<file path="src/rtl/disp_pkg.sv">
// Shared types and constants for the display pixel back end.
// Holds the state type, default VGA timing, totals and pixel field offsets.
package disp_pkg;

    typedef enum logic [1:0] {
        OFF   = 2'd0,
        RUN   = 2'd1,
        DRAIN = 2'd2
    } pix_state_t;

    localparam int CNT_W = 10;

    localparam int DEF_H_ACTIVE = 640;
    localparam int DEF_H_FP     = 16;
    localparam int DEF_H_SYNC   = 96;
    localparam int DEF_H_BP     = 48;
    localparam int DEF_V_ACTIVE = 480;
    localparam int DEF_V_FP     = 10;
    localparam int DEF_V_SYNC   = 2;
    localparam int DEF_V_BP     = 33;

    localparam logic DEF_HS_POL = 1'b0;
    localparam logic DEF_VS_POL = 1'b0;

    // Pixel word layout {8'h00, R, G, B}
    localparam int COL_W = 8;
    localparam int R_LSB = 16;
    localparam int G_LSB = 8;
    localparam int B_LSB = 0;

    function automatic int h_total(
        input int act,
        input int fp,
        input int sw,
        input int bp
    );
        return act + fp + sw + bp;
    endfunction

    function automatic int v_total(
        input int act,
        input int fp,
        input int sw,
        input int bp
    );
        return act + fp + sw + bp;
    endfunction

endpackage

</file>
<file path="src/rtl/disp_timing.sv">
// Horizontal/vertical raster counters with region and frame strobes.
// Ports: clk_i/rst_i, en_i (advance), load_i (jump to line V_ACTIVE),
//   active_o/hsync_o/vsync_o regions, fpos_o (HCNT=0,VCNT=V_ACTIVE now),
//   fpos_nxt_o (that position is next cycle), eof_o (last pixel of frame).
module disp_timing
    import disp_pkg::*;
#(
    parameter int H_ACTIVE = DEF_H_ACTIVE,
    parameter int H_FP     = DEF_H_FP,
    parameter int H_SYNC   = DEF_H_SYNC,
    parameter int H_BP     = DEF_H_BP,
    parameter int V_ACTIVE = DEF_V_ACTIVE,
    parameter int V_FP     = DEF_V_FP,
    parameter int V_SYNC   = DEF_V_SYNC,
    parameter int V_BP     = DEF_V_BP
) (
    input  logic clk_i,
    input  logic rst_i,
    input  logic en_i,
    input  logic load_i,
    output logic active_o,
    output logic hsync_o,
    output logic vsync_o,
    output logic fpos_o,
    output logic fpos_nxt_o,
    output logic eof_o
);

    localparam int H_TOTAL = h_total(H_ACTIVE, H_FP, H_SYNC, H_BP);
    localparam int V_TOTAL = v_total(V_ACTIVE, V_FP, V_SYNC, V_BP);

    localparam logic [CNT_W-1:0] H_LAST = CNT_W'(H_TOTAL - 1);
    localparam logic [CNT_W-1:0] V_LAST = CNT_W'(V_TOTAL - 1);
    localparam logic [CNT_W-1:0] H_ACT  = CNT_W'(H_ACTIVE);
    localparam logic [CNT_W-1:0] V_ACT  = CNT_W'(V_ACTIVE);
    localparam logic [CNT_W-1:0] V_PRE  = CNT_W'(V_ACTIVE - 1);
    localparam logic [CNT_W-1:0] HS_BEG = CNT_W'(H_ACTIVE + H_FP);
    localparam logic [CNT_W-1:0] HS_END = CNT_W'(H_ACTIVE + H_FP + H_SYNC);
    localparam logic [CNT_W-1:0] VS_BEG = CNT_W'(V_ACTIVE + V_FP);
    localparam logic [CNT_W-1:0] VS_END = CNT_W'(V_ACTIVE + V_FP + V_SYNC);

    logic [CNT_W-1:0] hcnt_q, hcnt_d;
    logic [CNT_W-1:0] vcnt_q, vcnt_d;
    logic             h_wrap;

    assign h_wrap = (hcnt_q == H_LAST);

    // Disabled counters sit at 0 so a later load starts from a known point.
    always_comb begin
        hcnt_d = hcnt_q;
        vcnt_d = vcnt_q;
        if (load_i) begin
            hcnt_d = '0;
            vcnt_d = V_ACT;
        end else if (en_i) begin
            if (h_wrap) begin
                hcnt_d = '0;
                if (vcnt_q == V_LAST) begin
                    vcnt_d = '0;
                end else begin
                    vcnt_d = vcnt_q + CNT_W'(1);
                end
            end else begin
                hcnt_d = hcnt_q + CNT_W'(1);
            end
        end else begin
            hcnt_d = '0;
            vcnt_d = '0;
        end
    end

    always_ff @(posedge clk_i or posedge rst_i) begin
        if (rst_i) begin
            hcnt_q <= '0;
            vcnt_q <= '0;
        end else begin
            hcnt_q <= hcnt_d;
            vcnt_q <= vcnt_d;
        end
    end

    assign active_o = (hcnt_q < H_ACT) && (vcnt_q < V_ACT);
    assign hsync_o  = (hcnt_q >= HS_BEG) && (hcnt_q < HS_END);
    assign vsync_o  = (vcnt_q >= VS_BEG) && (vcnt_q < VS_END);
    assign fpos_o   = (hcnt_q == '0) && (vcnt_q == V_ACT);
    assign eof_o    = h_wrap && (vcnt_q == V_LAST);

    // Frame position reached on the coming edge: either by a load
    // or by wrapping out of the last visible line.
    assign fpos_nxt_o = load_i
                      || (en_i && h_wrap && (vcnt_q == V_PRE));

endmodule

</file>
<file path="src/rtl/disp_pixout.sv">
// Pixel-clock VGA back end: timing, FIFO pop, registered VGA outputs.
// Ports: PCK/PRST, DISPON, CLRVBLNK, FIFO_DATA/FIFO_EMPTY/FIFO_RD,
//   FRAME_START, VBLANK, FIFO_UNDER, VGA_R/G/B/HS/VS/DE.
module disp_pixout
    import disp_pkg::*;
#(
    parameter int   H_ACTIVE = DEF_H_ACTIVE,
    parameter int   H_FP     = DEF_H_FP,
    parameter int   H_SYNC   = DEF_H_SYNC,
    parameter int   H_BP     = DEF_H_BP,
    parameter int   V_ACTIVE = DEF_V_ACTIVE,
    parameter int   V_FP     = DEF_V_FP,
    parameter int   V_SYNC   = DEF_V_SYNC,
    parameter int   V_BP     = DEF_V_BP,
    parameter logic HS_POL   = DEF_HS_POL,
    parameter logic VS_POL   = DEF_VS_POL
) (
    input  logic        PCK,
    input  logic        PRST,
    input  logic        DISPON,
    input  logic        CLRVBLNK,
    input  logic [31:0] FIFO_DATA,
    input  logic        FIFO_EMPTY,
    output logic        FIFO_RD,
    output logic        FRAME_START,
    output logic        VBLANK,
    output logic        FIFO_UNDER,
    output logic [7:0]  VGA_R,
    output logic [7:0]  VGA_G,
    output logic [7:0]  VGA_B,
    output logic        VGA_HS,
    output logic        VGA_VS,
    output logic        VGA_DE
);

    pix_state_t state_q, state_d;

    logic on, load;
    logic active, hsync, vsync;
    logic fpos, fpos_nxt, eof;
    logic rd, under;
    logic unused_pad;

    logic [7:0] r_q, r_d;
    logic [7:0] g_q, g_d;
    logic [7:0] b_q, b_d;
    logic       hs_q, hs_d;
    logic       vs_q, vs_d;
    logic       de_q, de_d;
    logic       fs_q, fs_d;
    logic       vbl_q, vbl_d;
    logic       und_q, und_d;

    assign unused_pad = ^FIFO_DATA[31:24];

    assign on   = (state_q != OFF);
    assign load = (state_q == OFF) && DISPON;

    disp_timing #(
        .H_ACTIVE (H_ACTIVE),
        .H_FP     (H_FP),
        .H_SYNC   (H_SYNC),
        .H_BP     (H_BP),
        .V_ACTIVE (V_ACTIVE),
        .V_FP     (V_FP),
        .V_SYNC   (V_SYNC),
        .V_BP     (V_BP)
    ) u_timing (
        .clk_i      (PCK),
        .rst_i      (PRST),
        .en_i       (on),
        .load_i     (load),
        .active_o   (active),
        .hsync_o    (hsync),
        .vsync_o    (vsync),
        .fpos_o     (fpos),
        .fpos_nxt_o (fpos_nxt),
        .eof_o      (eof)
    );

    always_ff @(posedge PCK or posedge PRST) begin
        if (PRST) begin
            state_q <= OFF;
        end else begin
            state_q <= state_d;
        end
    end

    always_comb begin
        state_d = state_q;
        unique case (state_q)
            OFF: begin
                if (DISPON) state_d = RUN;
            end
            RUN: begin
                if (!DISPON) state_d = DRAIN;
            end
            DRAIN: begin
                if (DISPON) begin
                    state_d = RUN;
                end else if (eof) begin
                    state_d = OFF;
                end
            end
            default: state_d = OFF;
        endcase
    end

    always_comb begin
        rd    = on && active && !FIFO_EMPTY;
        under = on && active && FIFO_EMPTY;
        de_d  = on && active;
        r_d   = rd ? FIFO_DATA[R_LSB +: COL_W] : '0;
        g_d   = rd ? FIFO_DATA[G_LSB +: COL_W] : '0;
        b_d   = rd ? FIFO_DATA[B_LSB +: COL_W] : '0;
        hs_d  = (on && hsync) ? HS_POL : ~HS_POL;
        vs_d  = (on && vsync) ? VS_POL : ~VS_POL;
        und_d = und_q || under;
        // FRAME_START/VBLANK are registered one cycle early so they
        // line up with the frame-position counter value itself.
        fs_d  = fpos_nxt && (state_d == RUN);
        // A clear arriving while the frame position is current loses.
        vbl_d = fpos_nxt
             || (vbl_q && !(CLRVBLNK && !(on && fpos)));
    end

    always_ff @(posedge PCK or posedge PRST) begin
        if (PRST) begin
            r_q   <= '0;
            g_q   <= '0;
            b_q   <= '0;
            hs_q  <= ~HS_POL;
            vs_q  <= ~VS_POL;
            de_q  <= 1'b0;
            fs_q  <= 1'b0;
            vbl_q <= 1'b0;
            und_q <= 1'b0;
        end else begin
            r_q   <= r_d;
            g_q   <= g_d;
            b_q   <= b_d;
            hs_q  <= hs_d;
            vs_q  <= vs_d;
            de_q  <= de_d;
            fs_q  <= fs_d;
            vbl_q <= vbl_d;
            und_q <= und_d;
        end
    end

    assign FIFO_RD     = rd;
    assign FRAME_START = fs_q;
    assign VBLANK      = vbl_q;
    assign FIFO_UNDER  = und_q;
    assign VGA_R       = r_q;
    assign VGA_G       = g_q;
    assign VGA_B       = b_q;
    assign VGA_HS      = hs_q;
    assign VGA_VS      = vs_q;
    assign VGA_DE      = de_q;

endmodule

</file>
<file path="config.mk">
export PLATFORM = sky130hd
export DESIGN_NAME = disp_pixout
export DESIGN_NICKNAME = d
export VERILOG_FILES = /design/src/rtl/disp_pkg.sv /design/src/rtl/disp_timing.sv /design/src/rtl/disp_pixout.sv
export SDC_FILE = /design/constraint.sdc
export NUM_CORES = 1
export LEC_CHECK = 0
export CAP_MARGIN = 25
export CORE_ASPECT_RATIO = 1.25
export CORE_UTILIZATION = 45
export CTS_CLUSTER_SIZE = 40
export DETAILED_ROUTE_END_ITERATION = 6
export DONT_BUFFER_PORTS = 1
export GPL_ROUTABILITY_DRIVEN = 0
export SYNTH_ARGS = -nofsm -noshare
export SYNTH_HDL_FRONTEND = slang
export SYNTH_SLANG_ARGS = --single-unit
export TNS_END_PERCENT = 5
</file>
<file path="constraint.sdc">
create_clock -name PCK -period 2.4 [get_ports PCK]
set_clock_uncertainty 0.1 [all_clocks]
set_input_delay 0.36 -clock PCK [delete_from_list [all_inputs] [get_ports PCK]]
set_output_delay 0.36 -clock PCK [all_outputs]
set_load 0.02 [all_outputs]
</file>
==> results.toml <==
[timing]
worst_slew_margin_rel_pct = 51.00
period_share_pct = 95.83
setup-tns-final_ns = 0
timing.final.hold_violations = 0
grt_setup_unrepaired = "false"
max_clock_freq_mhz = 434.8
holdWs_ns = 0.06955
report.final.slew_viol_count = 0
final.min_clock_period_ns = 2.300
worst_slew_pin_slew_ns = 0.7323
finalSetupViolations = 0

[grt]
track_usage_pct = 17.04
via_count_of_the_first_global_routing_pass = 1535
grt-ovfl-total = 0
first_pass_grt_wire_length_um = 7162
grt_antenna_before_repair = 0
maximum_number_of_pins_on_one_net_before_global_route_repair = 28

[place]
place_area_mm2 = 0.002369
hpwlAfterDp_um = 3122
buffer_ports.inserted = 0

[worst_setup_path]
crit_start = "u_timing.vcnt_q[5]"
timing.setup.critical_path_class = "reg2out"
worstSetupEndpointType = "output port"
setup.reg_to_reg.worst_slack_ns = 0.25
worst_ep_required_time_ns = 1.94
worstPathMaxFanout = 25
r2r_start = "u_timing.vcnt_q[0]"
timing.critical_path.from_type = "flop"
critPathArrivalTime_ns = 1.84

[logic_synthesis]
synth_cell_type_count = 43
sequential_element_share_of_the_synthesized_area_pct = 55.25
synth_area_mm2 = 0.002360
syn_area_per_cell_um2 = 10.87
post_synth_inst_count = 217
number_of_enable_type_register_cells_in_the_synthesized_netlist = 0
synth_warnings = 0
postSynth.asyncResetShare_pct = 100.0
synth_ff_type = "dfrtp_1"
synthesis.nets = 258
synth-seq-cells = 52

[route]
drt_iter0_drc = 76
avgViaCountPerCell = 5.707
drt_drc_violations_left = 0
routed_wl_per_cell_um = 15.38
detailroute.via_count = 1598
route.antenna.remaining_nets = 0
wirelength_um = 4305
number_of_detailed_route_iterations_in_the_first_pass = 4

[floorplanning]
io_pins = 68
initial_standard_cell_utilization_of_the_core_pct = 46.79
die_h_um = 82.96
rows = 29
die_area_mm2 = 0.005539
core_mm2 = 0.005044
chipWidth_um = 66.77

[clock_network]
cts_resized = 0
clk_pin_slew_worst_paths_ns = 0.09
htree_levels = 2
clk-insertion-delay-late_ns = 0.30
cts_sinks = 52
clock-root-buffer = "clkbuf_8"
cts_buffers = 5
cts_buffer_depth = 2
postCtsSetupRepairBufs = 0
cts_tree = "yes"

[outcome]
outcome = "completed"

[pwr]
cellLeakagePower_nw = 1.093
finalPower_mw = 1.798
power-per-cell-area_mw_per_mm2 = 716.3
ir_drop_mv = 0.4607

[layout]
mostFrequentLayoutCells = "50 x dfrtp_1, 25 x and2_1, 16 x nand3_1"
num-nets-final = 258
post_route_cells_drive_above_1_share_pct = 9.633
area_delta_synth_final_pct = 6.363
postLayoutCellArea_mm2 = 0.002510
mostFrequentLayoutCell = "dfrtp_1"
antenna_cells_inserted = 0

[run]
maxCapViolations = 0

[worst_hold_path]
holdCritStartpoint = "FIFO_EMPTY"
hp-class = "in2reg"
==> power by group <==
| part | internal (mW) | switching [mW] | total [mW] | leakage, nW |
|---|---|---|---|---|
| Sequential | 0.929 | 0.0892 | 1.02 | 0.683 |
| Combinational | 0.0639 | 0.0853 | 0.149 | 0.349 |
| Clock | 0.341 | 0.289 | 0.631 | 0.0614 |
==> repair_timing <==
action | CTS | global route
endpoints found under the setup margin | 0 | 0
hold buffers | 1 | 1
endpoints found under the hold margin | 26 | 1
==> cell families (layout without fill, tap and decap cells) <==
kind of cell	count (synthesis)	count (layout)	synth area share (%)
buffers and inverters	19	20	5.355
adder cells (fa/ha/maj)	4	4	2.121
XOR/XNOR	8	8	2.969
AND/OR/NAND/NOR	105	105	26.25
AO/OA/AOI/OAI	29	29	8.059
flip-flops	52	52	55.25
==> metrics by stage <==
stage	cells	setup slack, ns	utilization [%]
2_1_floorplan	217	0.5972	-
3_3_place_gp	270	0.4106	46.96
3_5_place_dp	270	0.2995	46.96
4_1_cts	279	0.08350	49.57
5_1_grt	280	0.002128	49.76
6_report	280	0.1001	49.76
==> metal layers <==
metal	track usage, %	vias to the layer above	wire, um
li1	-	748	-
met1	22.67	773	1756
met2	25.71	69	2164
met3	5.220	8	291
met4	6.770	0	92
met5	0	-	0
==> synth_stat cells, types with 3 or more instances <==
library cell | instances | area (um2)
clkbuf_1 | 3 | 11.26
o21ai_1 | 3 | 15.01
nand4_1 | 8 | 50.05
dfrtp_1 | 50 | 1251
nor2b_1 | 4 | 25.02
a21boi_0 | 3 | 22.52
inv_1 | 8 | 30.03
o211ai_1 | 4 | 30.03
a31oi_1 | 5 | 31.28
nand2_1 | 14 | 52.55
buf_6 | 3 | 33.78
xor2_1 | 7 | 61.31
and2_1 | 25 | 156.4
nor3_1 | 7 | 35.03
ha_1 | 4 | 50.05
a21oi_1 | 3 | 15.01
nor2_1 | 11 | 41.29
nand3_1 | 16 | 80.08
o21ai_0 | 4 | 20.02
clkbuf_8 | 3 | 41.29
nor4_1 | 3 | 18.77
==> final cells by class <==
| type | count | area, um2 |
|---|---|---|
| Tap cell | 62 | 77.57 |
| Fill cell | 458 | 2534 |
| Clock inverter | 2 | 38.79 |
| Timing Repair Buffer | 4 | 47.55 |
| Sequential cell | 52 | 1304 |
| Inverter | 8 | 30.03 |
| Clock buffer | 6 | 82.58 |
| Multi-Input combinational cell | 146 | 929.6 |
==> worst paths after layout <==
path                                       to  cells past startpoint
setup / recovery                      FIFO_RD                      3
hold / removal                     FIFO_UNDER                      1
setup reg to reg                   state_q[1]                      6
hold reg to reg            u_timing.hcnt_q[0]                      1
max in group asynchronous              VGA_VS                      3
min in group asynchronous            VGA_G[1]                      2
==> sequential cells by signal (all words and copies together), names as in the netlist <==
register         count
u_timing.hcnt_q     10
VGA_B                8
u_timing.vcnt_q     10
state_q              2
VGA_R                8
VGA_G                8
FRAME_START          1
FIFO_UNDER           1
VGA_VS               1
VGA_HS               1
VBLANK               1
VGA_DE               1
==> critical path: stages, from the launching register on <==
cell and delay, ns:
dfrtp_1 0.49, nand4_1 0.21, and3b_1 0.25, and2b_1 0.59
Power figures use the tool's default switching activity.
